File: config.mk
export PLATFORM = sky130hd
export DESIGN_NAME = sfx_sequencer
export DESIGN_NICKNAME = d
export VERILOG_FILES = /design/src/rtl/sfx_sequencer.sv
export SDC_FILE = /design/constraint.sdc
export NUM_CORES = 1
export LEC_CHECK = 0
export BUFFER_PORTS_ARGS = -buffer_cell sky130_fd_sc_hd__buf_2
export CELL_PAD_IN_SITES_DETAIL_PLACEMENT = 1
export CELL_PAD_IN_SITES_GLOBAL_PLACEMENT = 2
export CORE_MARGIN = 10
export CORE_UTILIZATION = 34
export DETAILED_ROUTE_END_ITERATION = 6
export HOLD_SLACK_MARGIN = 0.15
export PLACE_DENSITY_LB_ADDON = 0.1
export SLEW_MARGIN = 20
export SYNTH_ARGS = -nofsm -noshare
export SYNTH_HDL_FRONTEND = slang
export SYNTH_SLANG_ARGS = --single-unit
File: constraint.sdc
create_clock -name clk -period 4.2 [get_ports clk]
set_clock_uncertainty 0.05 [all_clocks]
set_input_delay 0.63 -clock clk [delete_from_list [all_inputs] [get_ports clk]]
set_output_delay 0.63 -clock clk [all_outputs]
set_load 0.02 [all_outputs]
File: src/rtl/sfx_sequencer.sv
// Right-channel note source: plays short multi-note sound effects on game events
// and forwards the background-music divisor while no effect is playing.
module sfx_sequencer #(
    parameter int          CLK_HZ     = 100_000_000,
    parameter int          TICK_HZ    = 100,
    parameter int          NOTE_TICKS = 8,
    parameter int          GAP_TICKS  = 2,
    parameter logic [26:0] SILENT_DIV = 27'd1
) (
    input  logic        clk,
    input  logic        rst,
    input  logic        shoot_sign,
    input  logic        die_evt,
    input  logic [26:0] bg_div,
    output logic [26:0] div_out,
    output logic        busy,
    output logic [1:0]  sfx_id
);

    localparam int TICK_DIV = CLK_HZ / TICK_HZ;
    localparam int TCW      = (TICK_DIV > 1) ? $clog2(TICK_DIV) : 1;
    localparam int DUR_MAX  = (NOTE_TICKS > GAP_TICKS) ? NOTE_TICKS : GAP_TICKS;
    localparam int DW       = (DUR_MAX > 1) ? $clog2(DUR_MAX + 1) : 1;

    localparam logic [TCW-1:0] TICK_LAST = TCW'(TICK_DIV - 1);
    localparam logic [DW-1:0]  NOTE_LAST = DW'(NOTE_TICKS - 1);
    localparam logic [DW-1:0]  GAP_LAST  = DW'(GAP_TICKS - 1);

    typedef enum logic [1:0] {S_IDLE, S_NOTE, S_GAP} state_t;
    typedef enum logic [1:0] {SFX_NONE = 2'd0, SFX_SHOOT = 2'd1, SFX_DIE = 2'd2} sfx_t;

    state_t         state_q, state_d;
    sfx_t           sfx_q, sfx_d;
    logic [1:0]     idx_q, idx_d;
    logic [DW-1:0]  dur_q, dur_d;
    logic [TCW-1:0] tick_cnt_q, tick_cnt_d;
    logic [26:0]    div_q, div_d;
    logic           shoot_q, die_q;
    logic           tick, trig_shoot, trig_die;

    function automatic logic [26:0] rom_note(input sfx_t s, input logic [1:0] i);
        logic [26:0] r;
        r = SILENT_DIV;
        if (s == SFX_SHOOT) begin
            case (i)
                2'd0:    r = 27'd75758;
                2'd1:    r = 27'd63776;
                default: r = 27'd50607;
            endcase
        end else if (s == SFX_DIE) begin
            case (i)
                2'd0:    r = 27'd85034;
                2'd1:    r = 27'd113636;
                2'd2:    r = 27'd151515;
                default: r = 27'd191571;
            endcase
        end
        return r;
    endfunction

    function automatic logic [1:0] last_idx(input sfx_t s);
        return (s == SFX_DIE) ? 2'd3 : 2'd2;
    endfunction

    assign tick       = (tick_cnt_q == TICK_LAST);
    assign trig_shoot = shoot_sign & ~shoot_q;
    assign trig_die   = die_evt & ~die_q;

    always_comb begin
        state_d    = state_q;
        sfx_d      = sfx_q;
        idx_d      = idx_q;
        dur_d      = dur_q;
        tick_cnt_d = tick ? '0 : tick_cnt_q + 1'b1;
        div_d      = div_q;

        case (state_q)
            S_NOTE: begin
                if (tick) begin
                    if (dur_q == NOTE_LAST) begin
                        dur_d = '0;
                        if (idx_q == last_idx(sfx_q)) begin
                            state_d = S_IDLE;
                            sfx_d   = SFX_NONE;
                            idx_d   = 2'd0;
                        end else begin
                            state_d = S_GAP;
                        end
                    end else begin
                        dur_d = dur_q + 1'b1;
                    end
                end
            end
            S_GAP: begin
                if (tick) begin
                    if (dur_q == GAP_LAST) begin
                        dur_d   = '0;
                        idx_d   = idx_q + 2'd1;
                        state_d = S_NOTE;
                    end else begin
                        dur_d = dur_q + 1'b1;
                    end
                end
            end
            default: ;
        endcase

        // DIE always wins; SHOOT is dropped while DIE is playing.
        if (trig_die || (trig_shoot && sfx_q != SFX_DIE)) begin
            state_d    = S_NOTE;
            sfx_d      = trig_die ? SFX_DIE : SFX_SHOOT;
            idx_d      = 2'd0;
            dur_d      = '0;
            tick_cnt_d = '0;
        end

        case (state_d)
            S_NOTE:  div_d = rom_note(sfx_d, idx_d);
            S_GAP:   div_d = SILENT_DIV;
            default: div_d = bg_div;
        endcase
    end

    always_ff @(posedge clk or posedge rst) begin
        if (rst) begin
            state_q    <= S_IDLE;
            sfx_q      <= SFX_NONE;
            idx_q      <= 2'd0;
            dur_q      <= '0;
            tick_cnt_q <= '0;
            div_q      <= '0;
            shoot_q    <= 1'b1;
            die_q      <= 1'b1;
        end else begin
            state_q    <= state_d;
            sfx_q      <= sfx_d;
            idx_q      <= idx_d;
            dur_q      <= dur_d;
            tick_cnt_q <= tick_cnt_d;
            div_q      <= div_d;
            shoot_q    <= shoot_sign;
            die_q      <= die_evt;
        end
    end

    assign div_out = div_q;
    assign busy    = (state_q != S_IDLE);
    assign sfx_id  = sfx_q;

endmodule

* Word level (Yosys, flattened, before mapping)
Cells that the tools add are included.
** Operators by class
- Muxes and demuxes :: 34
- Magnitude comparators :: 0
- $add $sub $neg :: 3
- Shift-type cells :: 0
- Div/mod/pow operators :: 0
- Equality and inequality tests :: 16
- Reductions and logical operators :: 6
- $mul :: 0
- Bitwise operators :: 4
** Operators by type and width (number)
- 18-bit one-hot mux with 3 select lines :: 1
- 27-bit one-hot mux with 2 select lines :: 1
- 20-bit 2-to-1 mux :: 2
- 2-bit 2-to-1 mux :: 18
- 17-bit one-hot mux with 2 select lines :: 1
- 27-bit 2-to-1 mux :: 1
- 20-bit by 1-bit adder with 20-bit output, second input constant :: 1
- 20-bit equality test, second input constant :: 1
- 4-bit 2-to-1 mux :: 5
- 18-bit 2-to-1 mux :: 1
- 2-bit equality test, second input constant :: 5
- 2-bit by 1-bit equality test with 1-bit output, second input constant :: 4
- 2-bit one-hot mux with 2 select lines :: 2
- 4-bit one-hot mux with 2 select lines :: 1
- 3-bit inequality test, second input constant :: 2
- 4-bit by 1-bit adder with 4-bit output, second input constant :: 1
- 4-bit by 1-bit equality test with 1-bit output, second input constant :: 1
- 4-bit by 3-bit equality test with 1-bit output, second input constant :: 1
- 3-bit AND reduction :: 1
- 3-bit nonzero test :: 1
- 2-bit by 1-bit adder with 2-bit output, second input constant :: 1
- 1-bit bitwise AND :: 2
- 2-bit equality test :: 1
- 2-bit zero test :: 1
- other kinds (6) :: 7
** Storage, ports and cells
- ROM bits :: 0
- Output and inout port bits :: 30
- Flip-flop bits (word level) :: 59
- Input port bits :: 31
- Latch bits :: 0
- Memories kept :: 0
- Logic and storage cells :: 71
- Memory bits (writable) :: 0

* Depth between registers and ports, before layout
- Depth in word-level cells :: 13
- Gate-level depth with buffers :: 14

* Worst setup path before layout
No wires, ideal clock.
- Path type :: reg2reg
- Start :: register tick_cnt_q[7]
- End :: register div_q[16], in the netlist div_out[16]
- Stages on the path, launching flop included :: 14
- Arrival :: 3.271 ns
- Data required time :: 4.064 ns
- Period minus slack after synthesis :: 3.406 ns
- Path buffers :: 1
- Slack :: 0.794 ns
- Cell sequence :: dfrtp_1 or4b_1 or4_4 nor2_1 nand3_1 a221o_1 o211a_1 ha_1 inv_1 o311ai_0 a21oi_1 clkbuf_1 o21ai_0 a32oi_1
** Between the ends
- Elaborated cells between the ends (all ways) :: 24
** RTL lines
- start, declared :: line 36 : logic [TCW-1:0] tick_cnt_q, tick_cnt_d;
- start signal, assigned :: line 139 : tick_cnt_q <= tick_cnt_d;
- 20-bit equality test * :: line 65 : assign tick = (tick_cnt_q == TICK_LAST);
- 2-bit 2-to-1 mux (on tied branches) :: line 95, 79
- 2-bit one-hot mux with 2 select lines * :: line 77 : case (state_q)
- 2-bit 2-to-1 mux * :: line 109 : if (trig_die || (trig_shoot && sfx_q != SFX_DIE)) begin
- net state_d[1] :: line 32 : state_t state_q, state_d;
- 2-bit equality test / 2-bit by 1-bit equality test with 1-bit output (equally long branches) :: line 117 : case (state_d)
- 27-bit one-hot mux with 2 select lines * :: line 117
- net div_d[16] :: line 37 : logic [26:0] div_q, div_d;
- end signal, assigned :: line 140 : div_q <= div_d;
- end, declared :: line 37
The timed path passes the listed nets; every way through them passes the cells marked *.
A chain may end at the register's enable or synchronous reset.

* Final worst setup path
- Start :: register tick_cnt_q[7]
- End :: register div_q[9], in the netlist div_out[9]
The elaborated chain is that of the path after synthesis.

==> results_dict.tcl <==
set metrics [dict create \
    h-tree-depth 3 \
    io_buffers 60 \
    async_reset_ff_share_pct 100 \
    crit_type "reg -> reg" \
    swShare_pct 28.1 \
    ant_nets 0 \
    fill_cells 1022 \
    run_status "finished, final reports clean" \
    dp_hpwl_um 6170 \
    track_usage_pct 13.0 \
    p_sw_w 0.000422 \
    post-route-period-util_pct 84.3 \
    drt_iter0_drc 94 \
    fin_cells 492 \
    synth_area_leaders "dfrtp_1, ha_1, nand2_1, nor2_1, xor2_1" \
    viasPerCell 5.10 \
    rsz0062_at_grt "no" \
    setup_violations 0 \
    first_global_vias 2705 \
    num_rows 34 \
    cp_slowest_cell "or4b_1" \
    crit_arrival_ns 3.74 \
    synth_area_um2 3000 \
    mostFrequentLayoutCells "buf_2, dfrtp_1, nand2_1, nor2_1, nand3_1" \
    startpoint_type "flop" \
    max_slew.worst_pin.slew_ns 0.949 \
    p_comb_share_pct 17.2 \
    period_needed_ns 3.54 \
    grt_max_degree 35 \
    post_cts_buffers 0 \
    min_path_type "in -> async" \
    ctsResizeCount 0 \
    max_freq_ghz 0.282 \
    maxSlewViolCount 0 \
    antenna_found_initial 0 \
    wl_um 8230 \
    final_common_cell "buf_2" \
    dpl.cell_count 476 \
    cts_sinks 59 \
    maxCapViolations 0 \
    yosysWarnings 0 \
    p_leak_nw 1.76 \
    num_antenna_cells 0 \
    syn-num-nets 354 \
    ys_ff_latch 59 \
    cp-end-kind "flop" \
    netlist_instances 311 \
    io_pins 61 \
    ys.flop_type "dfrtp_1" \
    p_int_w 0.00108 \
    ir_drop_v 0.000143 \
    p_per_area_nw_per_um2 408 \
    die_w_um 114 \
    synth_area_per_cell_um2 9.64 \
    synth_top_cell_by_area "dfrtp_1" \
    syn_to_final_growth_pct 22.5 \
    slowest_delay_ns 0.57 \
    wire_per_inst_um 16.7 \
    cts_root_buffer "clkbuf_8" \
    dr_total_vias 2511 \
    ff_latch_area_um2 1480 \
    initial_utilization_pct 34.7 \
    grt_overflow_total 0 \
    post-route-drc-count 0 \
    clkPwrFrac_pct 39.5 \
    cts_tree "yes" \
    first_pass_iters 4 \
    clock_path_buffers 2 \
    path_max_fanout 12 \
    clk_pin_slew_worst_paths_ns 0.07 \
    hold_viol 0 \
    multi_input_area_um2 1430 \
    cts_hold_buf 0 \
    layout-drive-gt1-share_pct 24.0 \
    slew_headroom_pct 36.3 \
    die_h_um 114 \
    pwr-share-seq_pct 43.3 \
    grt_pass1_wl_um 13600 \
    final.setup.tns_ns 0 \
    clock_latency_ns 0.33 \
    core-area_um2 8640 \
    yosysSeqAreaShare_pct 49.3 \
    required_ns 4.40 \
    die_area_um2 13000 \
    yosysUniqueCellTypes 48 \
    path_cells "or4b_1, or4_4, nor2_1, nand3_1, a221o_1, o211a_1, ha_1, inv_1, o311ai_0, a21oi_1, buf_4, o21ai_0, a32oi_1" \
    nNetsFinal 422 \
    synth_top_area_share_pct 47.6 \
    cts_buffers 9 \
    synth_edf_count 0 \
    gp_congestion 0.745 \
]
## critical path, delay by kind of cell, from the launching register on
| family | cells | cell delay [ns] |
|---|---|---|
| flops | 1 | 0.41 |
| compound gates | 6 | 1.10 |
| fa+ha+maj | 1 | 0.29 |
| buf+inv | 2 | 0.27 |
| simple gates | 4 | 1.31 |
## path summary, 6_finish.rpt
path	from	end	slack (ns)	cells past startpoint
worst max-delay path	tick_cnt_q[7]	div_out[9]	0.66	13
worst min-delay path	rst	div_out[23]	0.28	2
worst max register to register	tick_cnt_q[7]	div_out[9]	0.66	13
worst min register to register	tick_cnt_q[0]	tick_cnt_q[0]	0.45	1
max in group asynchronous	rst	die_q	2.93	3
min in group clk	shoot_sign	shoot_q	0.36	1
## synth_stat cells, types with 2 or more instances
cell	number
a21boi_0	2
a21oi_1	10
a32oi_1	5
and2_1	12
and3_1	3
and4b_1	2
buf_1	2
clkbuf_1	7
dfrtp_1	57
dfstp_2	2
ha_1	12
inv_1	14
mux2i_1	3
nand2_1	38
nand2b_1	5
nand3_1	15
nand3b_1	2
nand4_1	4
nor2_1	36
nor2b_1	3
nor3_1	5
nor4_1	2
o211a_1	2
o211ai_1	6
o21a_1	3
o21ai_0	8
o21ai_1	9
o31a_1	2
or2_2	2
or4_1	2
or4_4	2
xnor2_1	6
xor2_1	13
## sequential cells by signal (all words and copies together), names as in the netlist
signal	cells
div_out	27
tick_cnt_q	20
dur_q	4
idx_q	2
sfx_id	2
state_q	2
die_q	1
shoot_q	1
## area by class of cell
cell class                      count  share of cell area (%)
Inverter                           15                    1.53
Clock buffer                       12                    4.22
Clock inverter                      4                    1.98
Tap cell                          108                    3.68
Sequential cell                    59                    40.3
Multi-Input combinational cell    228                    38.9
Timing Repair Buffer               66                    9.40
## power by group through the flow
stage	Combinational (W)	Sequential, W	Clock [W]
finish	0.000258	0.000649	0.000593
global route	0.000286	0.000657	0.000644
CTS	0.000265	0.000650	0.000613
detailed placement	0.000265	0.000660	0
global placement	0.000262	0.000660	0
floorplan	0.000109	0.000707	0
## cells by family (layout without fill, tap and decap cells)
kind of cell	Yosys count	after routing	synth area share, %
flip-flops	59	59	49.3
XOR/XNOR	19	19	5.55
multiplexers	3	3	1.00
buffers and inverters	24	97	3.00
AND/OR/NAND/NOR	139	139	23.4
adder cells (fa/ha/maj)	12	12	5.01
AO/OA/AOI/OAI	55	55	12.7
## metal layers
layer / up-vias / global-route usage [%] / routed length (um)
met3: 10 / 5.41 / 523
met4: 0 / 4.51 / 119
met1: 1229 / 16.7 / 3890
met2: 53 / 19.2 / 3690
met5: - / 0 / 0
li1: 1219 / - / -
## metrics by stage
stage          hold slack (ns)  power (W)  utilization (%)  area (um^2)  setup slack [ns]
2_1_floorplan            0.405   0.000816                -         3000             0.794
3_5_place_dp             0.442   0.000925             39.9         3450             0.726
6_report                 0.281    0.00150             42.5         3670             0.658
4_1_cts                  0.290    0.00153             42.5         3670             0.655
3_3_place_gp             0.440   0.000922             39.9         3450             0.784
5_1_grt                  0.309    0.00159             42.5         3670             0.430
Note: power is estimated with default switching activity, not from simulation.
